## config.mk

```make
export PLATFORM = sky130hd
export DESIGN_NAME = mem_port_arbiter_flat
export DESIGN_NICKNAME = d
export VERILOG_FILES = /design/src/rtl/mem_port_arbiter_if.sv /design/src/rtl/mem_port_arbiter.sv /design/src/flat_wrapper.sv
export SDC_FILE = /design/constraint.sdc
export NUM_CORES = 1
export LEC_CHECK = 0
export ABC_AREA = 1
export CAP_MARGIN = 10
export CORE_AREA = 2 2 191 193
export DETAILED_ROUTE_END_ITERATION = 12
export DIE_AREA = 0 0 193 195
export SYNTH_ARGS = -nofsm -noshare
export SYNTH_HDL_FRONTEND = slang
export SYNTH_SLANG_ARGS = --single-unit
```

## constraint.sdc

```tcl
create_clock -name clock -period 10.1 [get_ports clock]
set_input_delay 2.02 -clock clock [delete_from_list [all_inputs] [get_ports clock]]
set_output_delay 2.02 -clock clock [all_outputs]
set_load 0.01 [all_outputs]
```

## src/rtl/mem_port_arbiter_if.sv

```systemverilog
// Shared-memory-port bundle: fetch requester, load/store requester and the memory side.
`timescale 1ns/1ps
interface mem_port_arbiter_if #(
   parameter int ADDR_W = 64
);
   logic              f_req;
   logic [ADDR_W-1:0] f_addr;
   logic              f_ack;
   logic [31:0]       f_rdata;
   logic              d_req;
   logic              d_write;
   logic [ADDR_W-1:0] d_addr;
   logic [63:0]       d_wdata;
   logic              d_ack;
   logic [63:0]       d_rdata;
   logic              mem_en;
   logic              mem_write;
   logic [ADDR_W-1:0] mem_addr;
   logic [63:0]       mem_wdata;
   logic [63:0]       mem_rdata;
   logic              busy;

   // Arbiter side.
   modport slave (
      input  f_req, f_addr, d_req, d_write, d_addr, d_wdata, mem_rdata,
      output f_ack, f_rdata, d_ack, d_rdata, mem_en, mem_write, mem_addr, mem_wdata, busy
   );

   // Requester / memory model side.
   modport master (
      output f_req, f_addr, d_req, d_write, d_addr, d_wdata, mem_rdata,
      input  f_ack, f_rdata, d_ack, d_rdata, mem_en, mem_write, mem_addr, mem_wdata, busy
   );
endinterface

```

## src/rtl/mem_port_arbiter.sv

```systemverilog
// Round-robin arbiter sharing one memory port between instruction fetch and load/store,
// one fixed-latency access at a time with a one-cycle ack and registered read data.
//
// state    | meaning
// S_IDLE   | no access; sample requests, grant on the next edge
// S_ACCESS | mem_en high, counter runs MEM_LAT-1 .. 0, loads captured on exit
// S_DONE   | owner's ack pulses for this single cycle
`timescale 1ns/1ps
module mem_port_arbiter #(
   parameter int MEM_LAT = 2,
   parameter int ADDR_W  = 64
) (
   input  logic              clock,
   input  logic              reset,
   mem_port_arbiter_if.slave bus
);

   localparam logic [1:0] S_IDLE   = 2'd0;
   localparam logic [1:0] S_ACCESS = 2'd1;
   localparam logic [1:0] S_DONE   = 2'd2;

   localparam logic OWN_FETCH = 1'b0;
   localparam logic OWN_DATA  = 1'b1;

   localparam logic [3:0] CNT_LOAD = 4'(MEM_LAT - 1);

   logic [1:0]        state_q, state_d;
   logic [3:0]        cnt_q, cnt_d;
   logic              owner_q, owner_d;
   logic              last_q, last_d;
   logic              write_q, write_d;
   logic [ADDR_W-1:0] addr_q, addr_d;
   logic [63:0]       wdata_q, wdata_d;
   logic [31:0]       f_rdata_q, f_rdata_d;
   logic [63:0]       d_rdata_q, d_rdata_d;
   logic              grant_data;

   always_comb begin
      state_d    = state_q;
      cnt_d      = cnt_q;
      owner_d    = owner_q;
      last_d     = last_q;
      write_d    = write_q;
      addr_d     = addr_q;
      wdata_d    = wdata_q;
      f_rdata_d  = f_rdata_q;
      d_rdata_d  = d_rdata_q;
      grant_data = 1'b0;

      case (state_q)
         S_IDLE: begin
            if (bus.f_req || bus.d_req) begin
               // On contention the side that did not win last time gets the port.
               grant_data = bus.d_req && (!bus.f_req || (last_q == OWN_FETCH));
               owner_d    = grant_data ? OWN_DATA : OWN_FETCH;
               last_d     = grant_data ? OWN_DATA : OWN_FETCH;
               addr_d     = grant_data ? bus.d_addr : bus.f_addr;
               write_d    = grant_data && bus.d_write;
               wdata_d    = grant_data ? bus.d_wdata : 64'd0;
               cnt_d      = CNT_LOAD;
               state_d    = S_ACCESS;
            end
         end
         S_ACCESS: begin
            if (cnt_q == 4'd0) begin
               state_d = S_DONE;
               if (!write_q) begin
                  if (owner_q == OWN_DATA)
                     d_rdata_d = bus.mem_rdata;
                  else
                     f_rdata_d = addr_q[2] ? bus.mem_rdata[63:32] : bus.mem_rdata[31:0];
               end
            end else begin
               cnt_d = cnt_q - 4'd1;
            end
         end
         S_DONE:  state_d = S_IDLE;
         default: state_d = S_IDLE;
      endcase
   end

   always_ff @(posedge clock or posedge reset) begin
      if (reset) begin
         state_q   <= S_IDLE;
         cnt_q     <= 4'd0;
         owner_q   <= OWN_FETCH;
         last_q    <= OWN_DATA;
         write_q   <= 1'b0;
         addr_q    <= '0;
         wdata_q   <= 64'd0;
         f_rdata_q <= 32'd0;
         d_rdata_q <= 64'd0;
      end else begin
         state_q   <= state_d;
         cnt_q     <= cnt_d;
         owner_q   <= owner_d;
         last_q    <= last_d;
         write_q   <= write_d;
         addr_q    <= addr_d;
         wdata_q   <= wdata_d;
         f_rdata_q <= f_rdata_d;
         d_rdata_q <= d_rdata_d;
      end
   end

   // Strobes decode straight from the state register so reset removes them without waiting for an edge.
   assign bus.mem_en    = (state_q == S_ACCESS);
   assign bus.mem_write = (state_q == S_ACCESS) && write_q;
   assign bus.mem_addr  = addr_q;
   assign bus.mem_wdata = wdata_q;
   assign bus.f_ack     = (state_q == S_DONE) && (owner_q == OWN_FETCH);
   assign bus.d_ack     = (state_q == S_DONE) && (owner_q == OWN_DATA);
   assign bus.f_rdata   = f_rdata_q;
   assign bus.d_rdata   = d_rdata_q;
   assign bus.busy      = (state_q != S_IDLE);

endmodule

```

## src/flat_wrapper.sv

```systemverilog
// flat-port wrapper written by rule: the top's interface ports become plain ports
module mem_port_arbiter_flat 
#(
   parameter int MEM_LAT = 2,
   parameter int ADDR_W  = 64
)
  (clock, reset, bus_f_req, bus_f_addr, bus_d_req, bus_d_write, bus_d_addr, bus_d_wdata, bus_mem_rdata, bus_f_ack, bus_f_rdata, bus_d_ack, bus_d_rdata, bus_mem_en, bus_mem_write, bus_mem_addr, bus_mem_wdata, bus_busy);
  mem_port_arbiter_if #(.ADDR_W(ADDR_W)) bus_i ();
  input  logic clock;
  input  logic reset;
  input wire logic [$bits(bus_i.f_req)-1:0] bus_f_req;
  input wire logic [$bits(bus_i.f_addr)-1:0] bus_f_addr;
  input wire logic [$bits(bus_i.d_req)-1:0] bus_d_req;
  input wire logic [$bits(bus_i.d_write)-1:0] bus_d_write;
  input wire logic [$bits(bus_i.d_addr)-1:0] bus_d_addr;
  input wire logic [$bits(bus_i.d_wdata)-1:0] bus_d_wdata;
  input wire logic [$bits(bus_i.mem_rdata)-1:0] bus_mem_rdata;
  output wire logic [$bits(bus_i.f_ack)-1:0] bus_f_ack;
  output wire logic [$bits(bus_i.f_rdata)-1:0] bus_f_rdata;
  output wire logic [$bits(bus_i.d_ack)-1:0] bus_d_ack;
  output wire logic [$bits(bus_i.d_rdata)-1:0] bus_d_rdata;
  output wire logic [$bits(bus_i.mem_en)-1:0] bus_mem_en;
  output wire logic [$bits(bus_i.mem_write)-1:0] bus_mem_write;
  output wire logic [$bits(bus_i.mem_addr)-1:0] bus_mem_addr;
  output wire logic [$bits(bus_i.mem_wdata)-1:0] bus_mem_wdata;
  output wire logic [$bits(bus_i.busy)-1:0] bus_busy;
  assign bus_i.f_req = bus_f_req;
  assign bus_i.f_addr = bus_f_addr;
  assign bus_i.d_req = bus_d_req;
  assign bus_i.d_write = bus_d_write;
  assign bus_i.d_addr = bus_d_addr;
  assign bus_i.d_wdata = bus_d_wdata;
  assign bus_i.mem_rdata = bus_mem_rdata;
  assign bus_f_ack = bus_i.f_ack;
  assign bus_f_rdata = bus_i.f_rdata;
  assign bus_d_ack = bus_i.d_ack;
  assign bus_d_rdata = bus_i.d_rdata;
  assign bus_mem_en = bus_i.mem_en;
  assign bus_mem_write = bus_i.mem_write;
  assign bus_mem_addr = bus_i.mem_addr;
  assign bus_mem_wdata = bus_i.mem_wdata;
  assign bus_busy = bus_i.busy;
  mem_port_arbiter #(.MEM_LAT(MEM_LAT), .ADDR_W(ADDR_W)) u_core (.clock(clock), .reset(reset), .bus(bus_i));
endmodule
```

==> reports/metrics.csv <==
stage,metric,value,unit
worst_setup_path,Critical Path Sink Type,output port,
worst_setup_path,most frequent CP cell,inv_1,
yosys,Ys Warns,0,
clock_network,clock tree buffer depth,3,
hold_path,hold path startpoint,u_core.bus.f_rdata[31]$_DFFE_PP0P_,
worst_setup_path,Worst R2R Path Depth,8,
clock_network,clock sink count,233,
yosys,Synth cell types,20,
finish,Diodes inserted,0,
timing,final slew viol count,0,
global_route,largest net degree at the start of global routing,107,
yosys,share of the synthesized area in the top cell type,0.5579,
clock_network,hold_buf cts,0,
clock_network,clock latency on the worst-skew pair,540,ps
yosys,"EDFF count, synth",0,
global_route,total congestion overflow,0,
worst_setup_path,worst-path cell chain,inv_1 -> nand2_1 -> inv_1 -> clkdlybuf4s50_1,
placement,PortBufs,489,
timing,relative slew slack,0.2113,
yosys,commonest register cell after synthesis,dfrtp_1,
global_route,first-pass GRT wire length,60070,um
yosys,synthesis-stage register bit count,233,
floorplanning,die area,37640,um2
worst_setup_path,crit-path max FO,6,
yosys,ranking of synthesized cells by area,"dfrtp_1 56%, nand2_1 23%, o21ai_0 5.7%, nand3_1 5.0%, inv_1 2.8%",
yosys,Synthesized Nets,1607,
power_and_ir_drop,VDD IR max,0.0002069,V
worst_setup_path,critical path depth in cells,4,
clock_network,root buffer cell,clkbuf_16,
global_route,initial antenna violation count,0,
worst_setup_path,CP Class,reg -> out,
yosys,"count leader, synth",nand2_1,
worst_setup_path,CP max-delay cell,clkdlybuf4s50_1,
worst_setup_path,required time of the worst setup path,8080,ps
power_and_ir_drop,Leak,0.007900,uW
timing,Final Cycle Share,0.3959,
worst_setup_path,CP Launch Type,flip-flop,
floorplanning,die height,195,um
yosys,Avg Synthesized Cell Area,7.743,um2
timing,fmax,250.1,MHz
finish,layout cells sized above 1,0.03528,
floorplanning,die span in x,193,um
timing,crit path time final,3998,ps
timing,Final Hold Fails,0,
finish,fill count,3519,
floorplanning,core area,35400,um2
route,drt total wl,39570,um
global_route,Total GRT Usage,0.2037,
worst_setup_path,Max stage delay on crit path,600,ps
clock_network,clk slew on worst S/H paths,60,ps
clock_network,CTS resizes,0,
placement,DP Wirelength,27520,um
job,Max-Cap Viols,0,
yosys,Gate Count Post-Synth,1344,
clock_network,H-tree Lvls,1,
route,TritonRoute pass-1 iters,5,
power_and_ir_drop,total power draw,5067,uW
worst_setup_path,crit path DAT,1980,ps
worst_setup_path,worst reg2reg endpoint,u_core.bus.d_rdata[41]$_DFFE_PP0P_,
timing,Setup TNS Final,0,ps
yosys,sequential-to-total area share from yosys stat,0.5604,
clock_network,CTS Buf Count,28,
power_and_ir_drop,power density over cell area,306.5,nW/um2
route,DRT iter0 DRCs,445,
status,status,"finished, final reports clean",
timing,# setup viols final,0,
placement,routability cong.,0.8724,
floorplanning,Initial Util,0.2940,
finish,NumNets Final,2056,
route,vias,10410,
finish,sequential cell area,5832,um2
yosys,commonest cells in the netlist,"632 x nand2_1, 232 x dfrtp_1, 118 x o21ai_0",
route,residual DRC count,0,
global_route,vias in the first global route,10490,
hold_path,HP Class,reg -> reg,
hold_path,Hold Crit Depth,2,
floorplanning,# IOs,490,
worst_setup_path,R2R Setup Slk,7760,ps
route,ANT nets after route,0,
worst_setup_path,R2R Path Start,u_core.cnt_q[0]$_DFFE_PP0P_,
timing,final hold slack,470.5,ps
finish,Area growth syn-to-layout,58.89,%
timing,measured slew at the worst slew-check pin,1183,ps
clock_network,CTS tree,built,
worst_setup_path,total buffers and inverters traversed by the critical path,3,
route,vias per inst,4.574,
floorplanning,row cnt,69,
timing,RSZ-0062 raised after global routing,false,
hold_path,Worst Hold End,u_core.bus.f_rdata[31]$_DFFE_PP0P_,
yosys,"FFs w/ async S/R, synth",1.000,
clock_network,setup bufs post-CTS,0,
yosys,cell taking the most area after synthesis,dfrtp_1,
worst_setup_path,crit-path leading delay family,buffers and inverters,
route,Wirelength per Cell,17.39,um
timing,clk_skew,10.56,ps
yosys,post-synth design cell area,10410,um2
finish,area occupied by multi-input gates,3929,um2
==> kinds of logic after synthesis <==
kind of cell             synth area share
adder cells (fa/ha/maj)          0.002404
AND/OR/NAND/NOR                    0.3082
AO/OA/AOI/OAI                     0.06385
flip-flops                         0.5604
buffers and inverters             0.06517
==> registers in the layout, indices dropped and copies added (netlist names) <==
register	flops
u_core.bus.f_rdata	32
u_core.state_q	2
u_core.write_q	1
u_core.last_q	1
u_core.bus.mem_addr	64
u_core.owner_q	1
u_core.cnt_q	4
u_core.bus.d_rdata	64
u_core.bus.mem_wdata	64
==> metal layers <==
metal | track usage | routed length (um) | vias up
li1 | - | - | 5062
met1 | 0.2428 | 15420 | 4869
met2 | 0.3459 | 18940 | 400
met3 | 0.06380 | 3809 | 74
met4 | 0.06874 | 1392 | 0
met5 | 0 | 0 | -
==> worst max-delay path by stage <==
stage / startpoint / end / slack (ps)
final: u_core.state_q[1]$_DFFE_PP0P_ / bus_mem_en / 6100
after global routing: u_core.state_q[1]$_DFFE_PP0P_ / bus_mem_en / 5970
after detailed placement: reset / u_core.bus.d_rdata[13]$_DFFE_PP0P_ / 5790
after CTS: u_core.state_q[1]$_DFFE_PP0P_ / bus_mem_en / 6060
after floorplan: reset / u_core.bus.d_rdata[0]$_DFFE_PP0P_ / 1690
after global placement: reset / u_core.bus.d_rdata[14]$_DFFE_PP0P_ / 5790
==> tightest hold or removal path: cells and delay by family, from the launching register on <==
family           cells  cell delay (ps)
flip-flops           1              340
AND/OR/NAND/NOR      2              100
==> stage by stage <==
stage                     std cells  cell area (um2)  setup WS, ps    util
after floorplan                1344            10410          1692       -
after global placement         2224            15650          5793  0.4420
after detailed placement       2224            15650          5787  0.4420
after CTS                      2275            16530          6058  0.4671
after global routing           2275            16530          5970  0.4671
final                          2275            16530          6102  0.4671
==> report_power, final <==
part | total, uW | leakage (uW) | internal, uW | switching, uW
Combinational | 2420 | 0.00458 | 1130 | 1290
Clock | 998 | 0.000431 | 592 | 406
Sequential | 1650 | 0.00289 | 1390 | 262
Total | 5070 | 0.00790 | 3110 | 1960
==> area by class of cell <==
class                   count  area share
clock inverters             7    0.005297
inverters                  78     0.01816
clock buffers              44     0.04851
multi-input cells         948      0.2376
flip-flops and latches    233      0.3527
repair buffers            504      0.3028
well taps                 461     0.03488
==> placed cells by master, fill, tap and decap left out <==
cell / count
nand2_1: 631
clkdlybuf4s50_1: 489
dfrtp_1: 232
o21ai_0: 118
nand3_1: 102
inv_1: 76
nor2_1: 70
clkbuf_16: 29
buf_4: 15
clkbuf_1: 13
o21ai_1: 12
clkinv_2: 4
nor2_4: 2
nand3_2: 2
nor2_2: 2
nor3_1: 2
ha_1: 2
clkbuf_8: 2
bufinv_16: 2
nand2_4: 1
o21ai_4: 1
inv_2: 1
inv_8: 1
nand3b_1: 1
nand4_1: 1
a21oi_1: 1
clkinvlp_4: 1
dfstp_2: 1
No activity file was read; power rests on OpenSTA's default activity.
